[config.mk]
export PLATFORM = sky130hd
export DESIGN_NAME = rf_write_arbiter_flat
export DESIGN_NICKNAME = d
export VERILOG_FILES = /design/src/rtl/rf_arb_pkg.sv /design/src/rtl/rf_write_arbiter_if.sv /design/src/rtl/rr_picker.sv /design/src/rtl/rf_write_arbiter.sv /design/src/flat_wrapper.sv
export SDC_FILE = /design/constraint.sdc
export NUM_CORES = 1
export LEC_CHECK = 0
export BUFFER_PORTS_ARGS = -buffer_cell sky130_fd_sc_hd__buf_2
export CORE_ASPECT_RATIO = 2
export CORE_UTILIZATION = 50
export DETAILED_ROUTE_END_ITERATION = 6
export PLACE_DENSITY = 0.86
export REMOVE_ABC_BUFFERS = 1
export SLEW_MARGIN = 20
export SYNTH_ARGS = -nofsm -noshare
export SYNTH_HDL_FRONTEND = slang
export SYNTH_SLANG_ARGS = --single-unit
[constraint.sdc]
create_clock -name clock -period 5.58 [get_ports clock]
set_input_delay 1.116 -clock clock [delete_from_list [all_inputs] [get_ports clock]]
set_output_delay 1.116 -clock clock [all_outputs]
set_load 0.03 [all_outputs]
[src/rtl/rf_arb_pkg.sv]
// Shared constants for the register-file write arbiter: default widths,
// requester count and the fixed requester index assignment.
package rf_arb_pkg;

  localparam int unsigned DATA_W_DEF = 16;
  localparam int unsigned ADDR_W_DEF = 3;
  localparam int unsigned NREQ_DEF   = 3;
  localparam int unsigned STALL_W    = 16;

  // Requester slots within the packed request vectors
  localparam int unsigned REQ_ALU = 0;
  localparam int unsigned REQ_MEM = 1;
  localparam int unsigned REQ_IO  = 2;

endpackage

[src/rtl/rf_write_arbiter_if.sv]
// Request / register-file write bundle between requesters and the arbiter.
// master: requester + register-file side; slave: the arbiter itself.
interface rf_write_arbiter_if import rf_arb_pkg::*; #(
  parameter int unsigned DATA_W = DATA_W_DEF,
  parameter int unsigned ADDR_W = ADDR_W_DEF,
  parameter int unsigned NREQ   = NREQ_DEF
) ();

  logic [NREQ-1:0]        req_valid;
  logic [NREQ*ADDR_W-1:0] req_addr;
  logic [NREQ*DATA_W-1:0] req_data;
  logic [NREQ-1:0]        req_ready;
  logic                   writeOrder;
  logic [ADDR_W-1:0]      writeAddr;
  logic [DATA_W-1:0]      writeData;

  modport master (
    output req_valid, req_addr, req_data,
    input  req_ready, writeOrder, writeAddr, writeData
  );

  modport slave (
    input  req_valid, req_addr, req_data,
    output req_ready, writeOrder, writeAddr, writeData
  );

endinterface

[src/rtl/rr_picker.sv]
// Combinational rotating-priority encoder: the search starts at ptr_i and
// wraps modulo NREQ; the first valid bit found becomes the one-hot grant.
// ptr_i is assumed to be below NREQ.
module rr_picker #(
  parameter int unsigned NREQ  = 3,
  parameter int unsigned PTR_W = 2
) (
  input  logic [NREQ-1:0]  valid_i,
  input  logic [PTR_W-1:0] ptr_i,
  output logic [NREQ-1:0]  grant_o
);

  logic [NREQ-1:0]   rot;
  logic [NREQ-1:0]   first;
  logic [2*NREQ-1:0] grant_dbl;
  logic              found;

  // Rotate so ptr sits at bit 0, pick lowest set bit, rotate back
  always_comb begin
    rot   = NREQ'({valid_i, valid_i} >> ptr_i);
    first = '0;
    found = 1'b0;
    for (int unsigned k = 0; k < NREQ; k++) begin
      if (!found && rot[k]) begin
        first[k] = 1'b1;
        found    = 1'b1;
      end
    end
    grant_dbl = {{NREQ{1'b0}}, first} << ptr_i;
    grant_o   = grant_dbl[NREQ-1:0] | grant_dbl[2*NREQ-1:NREQ];
  end

endmodule

[src/rtl/rf_write_arbiter.sv]
// Round-robin arbiter funnelling NREQ register-file write requests into one
// write port, one write per cycle, write issued the cycle after acceptance.
// Optional macro RF_R0_ZERO_EN: writes to address 0 are accepted but dropped
// (register 0 reads as a constant zero in that build).
module rf_write_arbiter import rf_arb_pkg::*; #(
  parameter int unsigned DATA_W = DATA_W_DEF,
  parameter int unsigned ADDR_W = ADDR_W_DEF,
  parameter int unsigned NREQ   = NREQ_DEF
) (
  input  logic               clock,
  input  logic               reset,
  input  logic               freeze,
  rf_write_arbiter_if.slave  bus,
  output logic [STALL_W-1:0] stall_cycles
);

  localparam int unsigned PtrW = (NREQ > 1) ? $clog2(NREQ) : 1;
  localparam int unsigned CntW = $clog2(NREQ + 1);
  localparam int unsigned SumW = STALL_W + 1;

  logic [PtrW-1:0]    ptr_q, ptr_d;
  logic [NREQ-1:0]    valid_eff, grant;
  logic               accept;
  logic [PtrW-1:0]    winner;
  logic [ADDR_W-1:0]  sel_addr;
  logic [DATA_W-1:0]  sel_data;
  logic               wr_q, wr_d;
  logic [ADDR_W-1:0]  addr_q, addr_d;
  logic [DATA_W-1:0]  data_q, data_d;
  logic [CntW-1:0]    n_stalled;
  logic [SumW-1:0]    stall_sum;
  logic [STALL_W-1:0] stall_q, stall_d;

  // Nothing may be granted while frozen or in reset
  assign valid_eff = (freeze || reset) ? '0 : bus.req_valid;

  rr_picker #(
    .NREQ  (NREQ),
    .PTR_W (PtrW)
  ) u_picker (
    .valid_i (valid_eff),
    .ptr_i   (ptr_q),
    .grant_o (grant)
  );

  assign bus.req_ready = grant;
  assign accept        = |grant;

  // Mux out the winning requester's index, address and data
  always_comb begin
    winner   = '0;
    sel_addr = '0;
    sel_data = '0;
    for (int unsigned i = 0; i < NREQ; i++) begin
      if (grant[i]) begin
        winner   = PtrW'(i);
        sel_addr = bus.req_addr[i*ADDR_W +: ADDR_W];
        sel_data = bus.req_data[i*DATA_W +: DATA_W];
      end
    end
  end

  // Next pointer and write-port state; address/data hold when idle
  always_comb begin
    ptr_d  = ptr_q;
    addr_d = addr_q;
    data_d = data_q;
    wr_d   = 1'b0;
    if (accept) begin
      ptr_d  = (winner == PtrW'(NREQ - 1)) ? '0 : winner + PtrW'(1);
      addr_d = sel_addr;
      data_d = sel_data;
`ifdef RF_R0_ZERO_EN
      wr_d   = (sel_addr != '0);
`else
      wr_d   = 1'b1;
`endif
    end
  end

  // Saturating accumulation of valid-but-not-granted requesters
  always_comb begin
    n_stalled = '0;
    for (int unsigned i = 0; i < NREQ; i++) begin
      n_stalled = n_stalled + CntW'(bus.req_valid[i] & ~grant[i]);
    end
    stall_sum = {1'b0, stall_q} + SumW'(n_stalled);
    stall_d   = stall_sum[STALL_W] ? '1 : stall_sum[STALL_W-1:0];
  end

  // State update with synchronous reset
  always_ff @(posedge clock) begin
    if (reset) begin
      ptr_q   <= '0;
      wr_q    <= 1'b0;
      addr_q  <= '0;
      data_q  <= '0;
      stall_q <= '0;
    end else begin
      ptr_q   <= ptr_d;
      wr_q    <= wr_d;
      addr_q  <= addr_d;
      data_q  <= data_d;
      stall_q <= stall_d;
    end
  end

  // A pending write is squashed if reset arrives in its output cycle
  assign bus.writeOrder = wr_q & ~reset;
  assign bus.writeAddr  = addr_q;
  assign bus.writeData  = data_q;
  assign stall_cycles   = stall_q;

endmodule

[src/flat_wrapper.sv]
// flat-port wrapper written by rule: the top's interface ports become plain ports
module rf_write_arbiter_flat import rf_arb_pkg::*;
#(
  parameter int unsigned DATA_W = DATA_W_DEF,
  parameter int unsigned ADDR_W = ADDR_W_DEF,
  parameter int unsigned NREQ   = NREQ_DEF
)
  (clock, reset, freeze, stall_cycles, bus_req_valid, bus_req_addr, bus_req_data, bus_req_ready, bus_writeOrder, bus_writeAddr, bus_writeData);
  rf_write_arbiter_if #(.DATA_W(DATA_W), .ADDR_W(ADDR_W), .NREQ(NREQ)) bus_i ();
  input  logic clock;
  input  logic reset;
  input  logic freeze;
  output logic [STALL_W-1:0] stall_cycles;
  input wire logic [$bits(bus_i.req_valid)-1:0] bus_req_valid;
  input wire logic [$bits(bus_i.req_addr)-1:0] bus_req_addr;
  input wire logic [$bits(bus_i.req_data)-1:0] bus_req_data;
  output wire logic [$bits(bus_i.req_ready)-1:0] bus_req_ready;
  output wire logic [$bits(bus_i.writeOrder)-1:0] bus_writeOrder;
  output wire logic [$bits(bus_i.writeAddr)-1:0] bus_writeAddr;
  output wire logic [$bits(bus_i.writeData)-1:0] bus_writeData;
  assign bus_i.req_valid = bus_req_valid;
  assign bus_i.req_addr = bus_req_addr;
  assign bus_i.req_data = bus_req_data;
  assign bus_req_ready = bus_i.req_ready;
  assign bus_writeOrder = bus_i.writeOrder;
  assign bus_writeAddr = bus_i.writeAddr;
  assign bus_writeData = bus_i.writeData;
  rf_write_arbiter #(.DATA_W(DATA_W), .ADDR_W(ADDR_W), .NREQ(NREQ)) u_core (.clock(clock), .reset(reset), .freeze(freeze), .bus(bus_i), .stall_cycles(stall_cycles));
endmodule
# Word-level counts from Yosys, hierarchy flattened
# Index checks and enable logic that the tools add are counted.
totals:
  regBits: 38
  elab_cells: 43
  in_bits: 63
op_classes:
  n_shift: 2
  addsub: 4
  n_mux: 16
  n_reduce_logical: 6
  n_eq_ne: 1
  n_bitwise: 9
op_table:
  columns: ["operator", "n"]
  rows:
  - ["2-to-1 mux 16 bit", 4]
  - ["adder 16 x 2 -> 17 bit", 1]
  - ["2-to-1 mux 3 bit", 4]
  - ["bitwise AND 1 x 2 -> 2 bit", 3]
  - ["2-to-1 mux 1 bit", 6]
  - ["inverter 1 -> 2 bit", 3]
  - ["left shift 3 x 2 -> 6 bit", 1]
  - ["right shift 6 x 2 -> 3 bit", 1]
  - ["adder 2 bit", 2]
  - ["2-to-1 mux 2 bit", 2]
  - ["bitwise OR 3 bit", 1]
  - ["OR reduction 3 bit", 1]
  - ["adder 2 x 1 -> 2 bit, second input constant", 1]
  - ["equality test 2 bit, second input constant", 1]
  - ["logical AND 1 bit", 2]
  - ["logical NOT 1 bit", 2]
  - ["bitwise AND 1 bit", 1]
  - ["logical OR 1 bit", 1]
  - ["inverter 1 bit", 1]

# Depth between registers and ports, before layout
# Gate-level depths: netlist of run 1.
logic_depth:
  ltp_word: 18
  mapped_depth: 12

# By module
# From an unflattened synthesis of run 1, not the netlist that was laid out.
unflattened:
  hier_cells: 227
  hier_area_um2: 1986.9
by_module_without_submodules:
  columns: ["module", "n_inst", "cells_each", "seq_area_each_um2", "area_per_inst_um2"]
  rows:
  - ["rf_write_arbiter", 1, 216, 760.7, 1918.1]
  - ["rr_picker", 1, 11, 0.0, 68.8]

# Worst setup path before layout of run 1
# OpenSTA, ideal clock, no wires.
synth_timing:
  kind: "input to register"
  from: "input port bus_req_valid[1]"
  to: "register u_core.stall_q[4] (netlist: u_core.stall_cycles[4])"
  cell_stages: 12
  arrival_ps: 4237
  setup_ps: 72
  path_slack_ps: 1271
  cell_sequence: "or2_2 -> o211ai_1 -> clkbuf_1 -> and2_1 -> nor2b_1 -> fa_1 -> ha_1 -> fa_1 -> nand4_1 -> or4_1 -> buf_2 -> a21oi_1"
synth_between:
  word_cells_on_any_way: 22
  classes_between: "add/sub: 3; shift: 2; mux: 6; bitwise: 7; reduce/logical: 4"
synth_rtl:
  columns: ["element", "line_no", "source"]
  rows:
  - ["start: declaration", "flat_wrapper.sv:14", "input wire logic [$bits(bus_i.req_valid)-1:0] bus_req_valid;"]
  - ["2-to-1 mux 3 bit (*)", "rf_write_arbiter.sv:35", "assign valid_eff = (freeze || reset) ? '0 : bus.req_valid;"]
  - ["right shift 6 x 2 -> 3 bit (*)", "rr_picker.sv:20", "rot = NREQ'({valid_i, valid_i} >> ptr_i);"]
  - ["2-to-1 mux 1 bit", "rr_picker.sv:24", "if (!found && rot[k]) begin"]
  - ["logical NOT 1 bit", "rr_picker.sv:24", null]
  - ["logical AND 1 bit", "rr_picker.sv:24", null]
  - ["2-to-1 mux 1 bit", "rr_picker.sv:24", null]
  - ["logical NOT 1 bit", "rr_picker.sv:24", null]
  - ["logical AND 1 bit", "rr_picker.sv:24", null]
  - ["2-to-1 mux 1 bit", "rr_picker.sv:24", null]
  - ["left shift 3 x 2 -> 6 bit (*)", "rr_picker.sv:29", "grant_dbl = {{NREQ{1'b0}}, first} << ptr_i;"]
  - ["bitwise OR 3 bit (*)", "rr_picker.sv:30", "grant_o = grant_dbl[NREQ-1:0] | grant_dbl[2*NREQ-1:NREQ];"]
  - ["net bus_req_ready[2]", "flat_wrapper.sv:17", "output wire logic [$bits(bus_i.req_ready)-1:0] bus_req_ready;"]
  - ["inverter 1 -> 2 bit (*)", "rf_write_arbiter.sv:85", "n_stalled = n_stalled + CntW'(bus.req_valid[i] & ~grant[i]);"]
  - ["bitwise AND 1 x 2 -> 2 bit (*)", "rf_write_arbiter.sv:85", null]
  - ["adder 2 bit (*)", "rf_write_arbiter.sv:85", null]
  - ["adder 16 x 2 -> 17 bit (*)", "rf_write_arbiter.sv:87", "stall_sum = {1'b0, stall_q} + SumW'(n_stalled);"]
  - ["2-to-1 mux 16 bit (*)", "rf_write_arbiter.sv:88", "stall_d = stall_sum[STALL_W] ? '1 : stall_sum[STALL_W-1:0];"]
  - ["end signal: assignment", "rf_write_arbiter.sv:104", "stall_q <= stall_d;"]
  - ["end: declaration", "rf_write_arbiter.sv:32", "logic [STALL_W-1:0] stall_q, stall_d;"]
# The timed path passes the listed nets; every way through them passes the cells marked *.
# A chain may end at the register's enable or synchronous reset.

# Worst setup path after layout of run 1
layout_timing:
  from: "input port bus_req_valid[1]"
  to: "register u_core.stall_q[7] (netlist: u_core.stall_cycles[7])"
layout_between:
  elab_chain_cells: 17
  word_cells_on_any_way: 22
  classes_between: "add/sub: 3; shift: 2; mux: 6; bitwise: 7; reduce/logical: 4"
layout_lines:
  columns: ["element", "line_no"]
  rows:
  - ["2-to-1 mux 3 bit", "rf_write_arbiter.sv:35"]
  - ["right shift 6 x 2 -> 3 bit", "rr_picker.sv:20"]
  - ["2-to-1 mux 1 bit", "rr_picker.sv:24"]
  - ["logical NOT 1 bit", "rr_picker.sv:24"]
  - ["logical AND 1 bit", "rr_picker.sv:24"]
  - ["2-to-1 mux 1 bit", "rr_picker.sv:24"]
  - ["logical NOT 1 bit", "rr_picker.sv:24"]
  - ["logical AND 1 bit", "rr_picker.sv:24"]
  - ["2-to-1 mux 1 bit", "rr_picker.sv:24"]
  - ["left shift 3 x 2 -> 6 bit", "rr_picker.sv:29"]
  - ["bitwise OR 3 bit", "rr_picker.sv:30"]
  - ["inverter 1 -> 2 bit", "rf_write_arbiter.sv:85"]
  - ["bitwise AND 1 x 2 -> 2 bit", "rf_write_arbiter.sv:85"]
  - ["adder 2 bit", "rf_write_arbiter.sv:85"]
  - ["adder 2 bit (*)", "rf_write_arbiter.sv:85"]
  - ["adder 16 x 2 -> 17 bit (*)", "rf_write_arbiter.sv:87"]
  - ["2-to-1 mux 16 bit (*)", "rf_write_arbiter.sv:88"]
# Mark *: on every way between the ends. The rest lies on a longest branch, timed or not.

==> impl_results.md, run 1 <==
* Outcome: completed
* Share of cells above drive strength 1 at 47.7%
* Area grow syn2layout at 28.8%
* Worst vdd ir at approximately 0.26 mV
* Global Route Usage Sum at roughly a quarter
* Post-synth top area share at 35.8%
* Total Nets Final at 389
* Static Leak at roughly 1.2 nW
* Final setup fails at 0
* Startpoint types: input port
* CTS resizes at 0
* Sequential share of the synthesized area at 35.8%
* #FFs+latches synth at 38
* Die area at 0.00453 mm²
* Pwr Density at 251 mW/mm²
* GPL Wtd Cong at 0.922
* Post-route setup TNS at 0 ns
* Placed insts at 367
* # DRC at 0
* R2r startpoint: u_core.ptr_q[0]
* CTS Root Cell: clkbuf_8
* RSZ-0062 raised after global routing: false
* DR pass1 iterations at 4
* Clk sinks at 38
* Fin crit period at 4.19 ns
* Post-synth EDFFs at 0
* Register clock-pin slew on the reported worst setup and hold paths at 0.08 ns
* Postcts setup bufs at 0
* Core Area at 0.00409 mm²
* Count of pins over their slew limit at 0
* Total number of yosys warnings at 0
* Wire length after detailed routing at 5820 µm
* Mapped cell area at 0.00213 mm²
* Vias per cell at 5.69
* Count leader, synth: dfxtp_1
* H-tree levels at 2
* Syn Inst Count at 225
* Post-synth cell types at 38
* Total number of vias at 2,135
* WHS at 0.495 ns
* Largest net degree at the start of global routing at 39
* Num CTS Buffers at 5
* Post-Syn Area per Cell at about 9.4 µm²
* Routed met2 length at 3180 µm
* ANT nets after route at 0
* Design Power at 0.688 mW
* Top sig layer: met4
* First-pass GRT wire length at 8780 µm
* Setup ws final at 1.39 ns
* Worst Path Arrival at 4.40 ns
* Area contributors post-synth: dfxtp_1 (36%), a211oi_2 (10%), a22oi_2 (10%), a31oi_1 (6.2%), nor2_1 (4.8%)
* Required time worst endpoint at roughly 5.8 ns
* DR iter-0 viols at 26
* Normalized max-slew margin at 46.8%
* Met3 Wirelength at 397 µm
* Chip Height at 94.2 µm
* Vias in the first global route at between 2k and 2.5k
* Effective utilization at floorplan at 52.0%
* Hold-fix buffers at CTS at 0
* Worst Setup SP: bus_req_valid[1]
* Worst Path Max Fanout at 20
* Post-Layout Cell Count at approximately 380
* Synth top cells by count: dfxtp_1 (38), nor2_1 (27), a31oi_1 (21)
* Fmax at around 240 MHz
* Die width at roughly 48 µm
* Clock latency on the worst-skew pair at 0.28 ns
* Ports at 102
* CP endpoint kind: register
* DRT met1 WL at 2070 µm
* Worst slew pin tran at 0.798 ns
* Row Count at 33
* Top cell type by total area after synthesis: dfxtp_1
* Final Skew at 0.00677 ns
* Hold WC Path Type: reg -> reg
* CTS tree: done
* Class of the most critical setup path: in -> reg
* Worst Hold Launch: u_core.bus.writeAddr[0]
* Initial antenna violation count at 0
* Final hold viol count at 0
* Total of max-cap violations at 0
* Diodes inserted at 0
* WL/cell at 15.5 µm
* Total congestion overflow at 0
* Hpwl dp at 4320 µm
* Tcrit/Tclk final at between 70 and 80%
* PortBufs at ~100
* Pre-CTS WS at 1.13 ns
* Ys flop type: dfxtp_1
* FFs w/ async S/R, synth at 0%
* Max clock buf depth at 2
-- routing by layer --
metal / vias to the layer above / track usage (%)
met5: - / 0
met4: 0 / 12.7
met3: 18 / 7.88
met2: 91 / 44.8
met1: 988 / 28.6
li1: 1038 / -
-- kinds of logic (layout without fill, tap and decap cells) --
family,Yosys count,after routing,share of synthesized area [%]
flip-flops,38,38,35.8
AO/OA/AOI/OAI,81,81,34.7
buffers and inverters,24,122,5.53
AND/OR/NAND/NOR,66,66,15.6
adder cells (fa/ha/maj),4,4,3.06
multiplexers,2,2,1.24
XOR/XNOR,10,10,4.12
-- critical path, cell delays in order --
cell and delay [ns]:
buf_2 0.13, or2_2 0.29, o211ai_1 0.10, buf_4 0.27, and2_1 0.20, nor2b_1 0.07
fa_1 0.49, ha_1 0.18, fa_1 0.23, nand4_1 0.27, or4_1 0.83, a21oi_1 0.22
-- state kept, by name (all words and copies together) (netlist names) --
signal                cells
u_core.stall_cycles      16
u_core.wr_q               1
u_core.bus.writeData     16
u_core.bus.writeAddr      3
u_core.ptr_q              2
-- metrics by stage --
step	cell area (µm²)	util, %
after floorplan	2040	-
after global placement	2650	64.7
after detailed placement	2650	64.7
after CTS	2740	67.0
after global routing	2740	67.0
final	2740	67.0
-- layout make-up --
type	instances	area, µm²
clock inverter	1	5.00
timing repair buffer	106	543
sequential	38	761
inverter	8	30.0
fill	352	1350
clock buffer	7	86.3
multi-input combinational	163	1250
tap	52	65.1
-- final timing paths --
path	cells past startpoint	slack (ns)	end
max	12	1.39	u_core.stall_cycles[7]
min	2	0.50	u_core.bus.writeAddr[0]
max reg2reg	9	1.97	u_core.stall_cycles[7]
min reg2reg	2	0.50	u_core.bus.writeAddr[0]
-- report_power, final --
group / internal, mW / leakage [nW] / switching [mW]
sequential: 0.291 / 0.313 / 0.0153
combinational: 0.0713 / 0.835 / 0.115
clock: 0.0998 / 0.0482 / 0.0954
-- layout by cell type (no fill, tap or decap), types with 3 or more instances in the layout --
master,instances
buf_4,5
a211oi_2,17
nor3_1,6
a31oi_1,21
nand2_1,3
a22oi_2,17
clkbuf_8,6
nand2b_1,3
nor2_1,27
nand3_1,4
nor2b_1,5
nand4_1,3
inv_1,8
buf_2,101
dfxtp_1,38
a21oi_1,17
xnor2_1,10
nor4_1,5
(Power assumes the default switching activity.)
==> inputs of run 2 (changes only) <==
Settings changed: ABC_AREA set to 1, CORE_UTILIZATION 50 to 43, PLACE_DENSITY 0.86 to 0.76.
Clock period 5.58 ns to 3.6 ns, I/O delays scaled along.
==> run 2 against run 1 <==
Compared with the run above:
- the run now ends with negative setup slack left
- register-to-register slack got worse by 1.9 ns
- die area rose by 28%
- clock power increased by 130%
- global-route usage shrank 1.1 points
- sequential cell count stayed put
- via count grew 35%
- sequential power increased by 89%
- clock skew is essentially flat
- sequential share of layout area decreased by 5.6 points
- critical path depth is 15 higher
- setup slack worse by 1.4 ns
- critical path type unchanged
- highest routed layer unchanged
==> impl_results.md, run 2 <==
* Post-Layout Cell Count at 544 (was 375)
* Most common cell after layout, fill and taps aside: buf_2 (unchanged)
* Vias per cell at 5.32 (was 5.69)
* Area grow syn2layout at 45.3% (was 28.8%)
* #FFs+latches synth at 38 (unchanged)
* Hpwl dp at 5180 µm (was 4320 µm)
* Ys flop type: dfxtp_1 (unchanged)
* Post-route setup TNS at -0.0462 ns (was 0 ns)
* Chip Height at 107 µm (was 94.2 µm)
* Wire length after detailed routing at 7730 µm (was 5820 µm)
* Met2 GRT Util at 47.0% (was 44.8%)
* Core Area at 0.00523 mm² (was 0.00409 mm²)
* Total number of yosys warnings at 0 (unchanged)
* CTS Root Cell: clkbuf_8 (unchanged)
* Required time worst endpoint at 3.81 ns (was 5.79 ns)
* Flop-to-flop setup slack at 0.07 ns (was 1.97 ns)
* PortBufs at 101 (unchanged)
* First-pass GRT wire length at 11,000 µm (was 8780 µm)
* Worst Path Arrival at 3.85 ns (was 4.40 ns)
* CP peak stage delay at 0.60 ns (was 0.83 ns)
* Most frequent cells in the layout: buf_2 (99), nand2_1 (57), nand3_1 (49) (was buf_2 (101), dfxtp_1 (38), nor2_1 (27))
* Register clock-pin slew on the reported worst setup and hold paths at 0.08 ns (about the same)
* Synth top cells by count: nand2_1 (66), nand3_1 (59), nor2_1 (54), inv_1 (49), dfxtp_1 (38) (was dfxtp_1 (38), nor2_1 (27), a31oi_1 (21))
* Final setup fails at 2 (was 0)
* Count leader, synth: nand2_1 (was dfxtp_1)
* Critical Path Stages at 27 (was 12)
* Clock latency on the worst-skew pair at 0.30 ns (was 0.28 ns)
* Busiest layer in global routing: met2 (unchanged)
* Placement Cell Area at 0.00298 mm² (was 0.00265 mm²)
* Initial antenna violation count at 0 (unchanged)
* CP max stage cell: fa_1 (was or4_1)
* # DRC at 0 (unchanged)
* Max clock buf depth at 2 (unchanged)
* Sequential share of the synthesized area at 32.2% (was 35.8%)
* Class of the most critical setup path: in -> reg (unchanged)
* Setup ws final at -0.0445 ns (was 1.39 ns)
* Syn Inst Count at 362 (was 225)
* Design Power at 2.26 mW (was 0.688 mW)
* Worst Setup SP: reset (was bus_req_valid[1])
* Global Route Usage Sum at 25.7% (was 26.7%)
* Normalized max-slew margin at 66.5% (was 46.8%)
* GPL Wtd Cong at 0.880 (was 0.922)
* CTS tree: done (unchanged)
* Final hold viol count at 0 (unchanged)
* Post-synth cell types at 34 (was 38)
* Pre-CTS WS at -0.318 ns (was 1.13 ns)
* Tcrit/Tclk final at 101%
* H-tree levels at 2 (unchanged)
* Fmax at 274 MHz
* Placed insts at 523 (was 367)
* Worst vdd ir at 0.616 mV (was 0.257 mV)
* Static Leak at 1.85 nW (was 1.20 nW)
* Share of cells above drive strength 1 at 39.9% (was 47.7%)
* Clk sinks at 38 (unchanged)
* FFs w/ async S/R, synth at 0% (unchanged)
* Row Count at 37 (was 33)
* Vias in the first global route at 2,546 (was 2,060)
* Die width at 54.5 µm (was 48.1 µm)
* Total congestion overflow at 0 (unchanged)
* DR iter-0 viols at 93 (was 26)
* Hold WC Path Type: reg -> reg (unchanged)
* RSZ-0062 raised after global routing: true (was false)
* Die area at 0.00582 mm² (was 0.00453 mm²)
* Post-Syn Area per Cell at 6.54 µm² (was 9.45 µm²)
* Largest net degree at the start of global routing at 42 (was 39)
* Worst slew pin tran at 0.502 ns (was 0.798 ns)
* Failing checks: negative setup slack
* Fin area at 0.00344 mm² (was 0.00274 mm²)
* Met1 usage at 25.8% (was 28.6%)
* Critical path buffer and inverter count at 7 (was 2)
* Worst Hold Launch: u_core.bus.writeAddr[2] (was u_core.bus.writeAddr[0])
* Area contributors post-synth: dfxtp_1 (32%), nand3_1 (12%), nand2_1 (10%), nor2_1 (8.6%), inv_1 (7.8%) (was dfxtp_1 (36%), a211oi_2 (10%), a22oi_2 (10%), a31oi_1 (6.2%), nor2_1 (4.8%))
* Ports at 102 (unchanged)
* Reg2reg end: u_core.stall_cycles[15] (was u_core.stall_cycles[7])
* DR pass1 iterations at 4 (unchanged)
* Total of max-cap violations at 0 (unchanged)
* Total Nets Final at 552 (was 389)
* Diodes inserted at 0 (unchanged)
* Total number of vias at 2,892 (was 2,135)
* CP endpoint kind: register (unchanged)
* CP endpoint: u_core.stall_cycles[15] (was u_core.stall_cycles[7])
* Fill count at 465 (was 352)
* Hold-fix buffers at CTS at 0 (unchanged)
* Fin crit period at 3.64 ns
* Count of pins over their slew limit at 0 (unchanged)
* Mapped cell area at 0.00237 mm² (was 0.00213 mm²)
* Startpoint types: input port (unchanged)
* CP top delay family: simple AND/OR/NAND/NOR gates (unchanged)
* Post-synth top area share at 32.2% (was 35.8%)
* Worst Path Max Fanout at 8 (was 20)
* Crit path top cell by count: nand2_2 (was fa_1)
* Top cell type by total area after synthesis: dfxtp_1 (unchanged)
* Post-synth EDFFs at 0 (unchanged)
* Pwr Density at 658 mW/mm² (was 251 mW/mm²)
* Num CTS Buffers at 5 (unchanged)
* WL/cell at 14.2 µm (was 15.5 µm)
* Final Skew at 0.00712 ns (was 0.00677 ns)
* Effective utilization at floorplan at 45.2% (was 52.0%)
* R2r startpoint: u_core.ptr_q[0] (unchanged)
* GRT met3 Usage at 3.83% (was 7.88%)
* Reg2Reg Depth at 25 (was 9)
* ANT nets after route at 0 (unchanged)
* Outcome: finished with violations (was completed)
run 2: cell types whose count changed after synthesis, moves of 11 or more:
cell / previous run / this run
a21oi_1: 17 / 28
nand2_1: 3 / 66
a31oi_1: 21 / 0
nand3_1: 4 / 59
inv_1: 8 / 49
nor2_1: 27 / 54
a211oi_2: 17 / 0
a22oi_2: 17 / 0
run 2: stage by stage:
stage               util [%]  hold slack (ns)
finish                  65.7            0.483
global route            65.7            0.502
CTS                     60.6            0.485
detailed placement      56.9            0.472
global placement        56.9            0.468
floorplan                  -            0.573
run 2: worst min-delay path by stage:
stage / end / depth (start not counted) / slack, ns
5_1_grt: u_core.bus.writeData[2] / 2 / 0.50
3_5_place_dp: u_core.bus.writeData[10] / 2 / 0.47
2_1_floorplan: u_core.ptr_q[1] / 2 / 0.57
4_1_cts: u_core.bus.writeData[10] / 2 / 0.48
6_report: u_core.bus.writeAddr[2] / 2 / 0.48
3_3_place_gp: u_core.bus.writeData[10] / 2 / 0.47
run 2: layout make-up:
| class | count | area (µm²) | share of cell area, % |
|---|---|---|---|
| Timing Repair Buffer | 134 | 788 | 22.9 |
| Multi-Input combinational cell | 255 | 1490 | 43.2 |
| Sequential cell | 38 | 762 | 22.2 |
| Inverter | 51 | 191 | 5.57 |
| Clock buffer | 5 | 68.8 | 2.00 |
| Tap cell | 58 | 72.6 | 2.11 |
| Clock inverter | 3 | 68.8 | 2.00 |
run 2: layer usage:
metal  vias to the layer above  part of all wire (%)  wire (µm)
li1                       1398                     -          -
met4                         0                   4.7        364
met3                        33                   4.2        323
met5                         -                     0          0
met2                       119                    56       4350
met1                      1342                    35       2700
run 2: timing repair:
| action | 4_1_cts | 5_1_grt |
|---|---|---|
| gates cloned | 0 | 0 |
| endpoints found under the setup margin | 9 | 16 |
| pin swaps | 7 | 29 |
| gates resized for setup | 8 | 57 |
| buffers inserted | 3 | 10 |
run 2: worst min-delay path, cell delays in order (launching register included):
cell,delay (ns)
dfxtp_1,0.31
nand3_1,0.07
a21oi_1,0.06
run 2: logic make-up (layout without fill, tap and decap cells):
kind of cell	Yosys count	in the layout	synth area share, %
DFF	38	38	32.2
buffers and inverters	69	193	13.1
xor gates and xnor gates	9	9	3.33
AOI/OAI and AO/OA	39	39	8.94
and+or+nand+nor	203	203	39.8
adders and majority gates	4	4	2.75
run 2: report_power, final:
part / switching [mW] / total [mW] / internal (mW)
sequential: 0.0686 / 0.579 / 0.511
clock: 0.168 / 0.446 / 0.278
combinational: 0.799 / 1.23 / 0.436
total: 1.04 / 2.26 / 1.22
==> inputs of run 3 (changes only) <==
Settings changed: TNS_END_PERCENT set to 10.
==> run 3 against run 2 <==
Compared with the run above:
- the run still ends with negative setup slack left
- non-clock buffer count is 4 lower
- via count about the same
- clock-buffer cell count unchanged
- critical path depth is 6 lower
- fmax fell by 2.0%
- total power shrank 0.45%
- combinational power about the same
- critical path type unchanged
- critical endpoint is now u_core.stall_cycles[5]
- largest cell class unchanged
==> impl_results.md, run 3 (synthesized netlist as in run 2, its figures left out) <==
* Register clock-pin slew on the reported worst setup and hold paths at 0.08 ns (about the same)
* Startpoint types: input port (unchanged)
* Clock latency on the worst-skew pair at 0.29 ns (was 0.30 ns)
* Area of the multi-input gates at 0.00148 mm² (was 0.00149 mm²)
* Most frequent cells in the layout: buf_2 (99), nand2_1 (57), nand3_1 (50) (was buf_2 (99), nand2_1 (57), nand3_1 (49))
* DR pass1 iterations at 7 (was 4)
* Pre-CTS WS at -0.318 ns (unchanged)
* Pwr Density at 663 mW/mm² (was 658 mW/mm²)
* Initial antenna violation count at 0 (unchanged)
* Fill count at 473 (was 465)
* Static Leak at 1.82 nW (was 1.85 nW)
* Setup ws final at -0.118 ns (was -0.0445 ns)
* Wire length after detailed routing at 7650 µm (was 7730 µm)
* Global Route Usage Sum at 25.7% (unchanged)
* Die area at 0.00582 mm² (unchanged)
* Final Skew at 0.00586 ns (was 0.00712 ns)
* Flop-to-flop setup slack at 0.01 ns (was 0.07 ns)
* Total number of vias at 2,891 (was 2,892)
* Row Count at 37 (unchanged)
* Worst Path Max Fanout at 8 (unchanged)
* Final hold viol count at 0 (unchanged)
* Vias in the first global route at 2,546 (unchanged)
* Diodes inserted at 0 (unchanged)
* Total of max-cap violations at 0 (unchanged)
* DR iter-0 viols at 120 (was 93)
* WHS at 0.482 ns (was 0.483 ns)
* Tcrit/Tclk final at 103% (was 101%)
* # DRC at 0 (unchanged)
* Failing checks: negative setup slack (unchanged)
* CP endpoint kind: register (unchanged)
* Crit path top cell by count: nand2_2 (unchanged)
* Reg2reg end: u_core.stall_cycles[5] (was u_core.stall_cycles[15])
* Total congestion overflow at 0 (unchanged)
* Vias per cell at 5.35 (was 5.32)
* CTS tree: done (unchanged)
* Ports at 102 (unchanged)
* Hold WC Path Type: reg -> reg (unchanged)
* Register Area at 762 µm² (unchanged)
* Class of the most critical setup path: in -> reg (unchanged)
* Largest net degree at the start of global routing at 42 (unchanged)
* Clk sinks at 38 (unchanged)
* Effective utilization at floorplan at 45.2% (unchanged)
* H-tree levels at 2 (unchanged)
* Hold Crit Endpoint: u_core.bus.writeAddr[2] (unchanged)
* Worst slew pin tran at 0.496 ns (was 0.502 ns)
* CP max stage cell: fa_1 (unchanged)
* GPL Wtd Cong at 0.880 (unchanged)
* Share of cells above drive strength 1 at 38.8% (was 39.9%)
* Fmax at 269 MHz (was 274 MHz)
* Required time worst endpoint at 3.82 ns (was 3.81 ns)
* Core Area at 0.00523 mm² (unchanged)
* Placement Cell Area at 0.00298 mm² (unchanged)
* R2r startpoint: u_core.ptr_q[0] (unchanged)
* First-pass GRT wire length at 11,000 µm (unchanged)
* Max clock buf depth at 2 (unchanged)
* Reg2Reg Depth at 19 (was 25)
* Worst hold stages at 2 (unchanged)
* Worst Path Arrival at 3.94 ns (was 3.85 ns)
* Normalized max-slew margin at 66.8% (was 66.5%)
* WL/cell at 14.2 µm (about the same)
* Count of pins over their slew limit at 0 (unchanged)
* Most common cell after layout, fill and taps aside: buf_2 (unchanged)
* Fin area at 0.00339 mm² (was 0.00344 mm²)
* Worst vdd ir at 0.613 mV (was 0.616 mV)
* Area grow syn2layout at 43.4% (was 45.3%)
* Num CTS Buffers at 5 (unchanged)
* ANT nets after route at 0 (unchanged)
* Post-route setup TNS at -0.659 ns (was -0.0462 ns)
* Chip Height at 107 µm (unchanged)
* Hold-fix buffers at CTS at 0 (unchanged)
* Die width at 54.5 µm (unchanged)
* Worst Hold Launch: u_core.bus.writeAddr[2] (unchanged)
* Hpwl dp at 5180 µm (unchanged)
* CTS Root Cell: clkbuf_8 (unchanged)
* Total Nets Final at 548 (was 552)
* Critical-path cell list: buf_8 -> nor2_8 -> nand3_2 -> nand2_2 -> nand2_1 -> nand2_2 -> nand3_1 -> nand3_1 -> nand2_2 -> inv_2 -> nor2_4 -> fa_1 -> ha_4 -> fa_2 -> nand3_4 -> nor3_4 -> nand3_2 -> buf_4 -> nand3b_1 -> buf_6 -> a21oi_2
* Final setup fails at 8 (was 2)
* PortBufs at 101 (unchanged)
* Outcome: finished with violations (unchanged)
* RSZ-0062 raised after global routing: true (unchanged)
* Fin crit period at 3.72 ns (was 3.64 ns)
* CP peak stage delay at 0.60 ns (about the same)
==> run 3: repair_timing <==
| item | in CTS | in global routing |
|---|---|---|
| setup endpoints to repair | 9 | 16 |
| pin swaps | 7 | 25 |
| gates resized for setup | 8 | 51 |
| buffers inserted | 3 | 6 |
==> run 3: critical path, delay by kind of cell <==
family	cells	cell delay (ns)
AO/OA/AOI/OAI	1	0.16
AND/OR/NAND/NOR	13	1.55
buffers and inverters	4	0.52
adder cells (fa/ha/maj)	3	1.00
==> run 3: per-stage QoR <==
step	instances	total power, mW	util (%)
global route	540	2.41	64.9
floorplan	344	1.33	-
finish	540	2.25	64.9
global placement	523	1.70	56.9
CTS	534	2.18	60.6
detailed placement	523	1.71	56.9
==> run 3: final cells by class <==
type	instances	share of cell area [%]
clock buffers	5	2.03
well taps	58	2.14
repair buffers	130	22.2
inverters	51	5.64
clock inverters	3	2.03
multi-input cells	255	43.5
flip-flops and latches	38	22.5
==> run 3: layer usage <==
metal	GRT usage (%)	vias to the layer above	share of wire, %
met5	0	-	0
met4	13.2	0	5.2
met3	3.83	37	4.7
met2	47.0	119	56
met1	25.8	1343	34
li1	-	1392	-
==> run 3: power by group <==
part | switching [mW] | total [mW] | internal [mW]
logic | 0.795 | 1.23 | 0.437
clock network | 0.160 | 0.438 | 0.278
registers | 0.0688 | 0.580 | 0.511
total | 1.02 | 2.25 | 1.23
==> run 3: worst max path at each step <==
| stage | from | to | slack [ns] | depth (start not counted) |
|---|---|---|---|---|
| 2_1_floorplan | reset | u_core.stall_cycles[14] | -0.87 | 22 |
| 3_3_place_gp | reset | u_core.stall_cycles[14] | -0.20 | 23 |
| 3_5_place_dp | reset | u_core.stall_cycles[11] | -0.32 | 22 |
| 4_1_cts | freeze | u_core.stall_cycles[5] | -0.02 | 20 |
| 5_1_grt | reset | u_core.stall_cycles[5] | -0.30 | 21 |
| 6_report | reset | u_core.stall_cycles[5] | -0.12 | 21 |
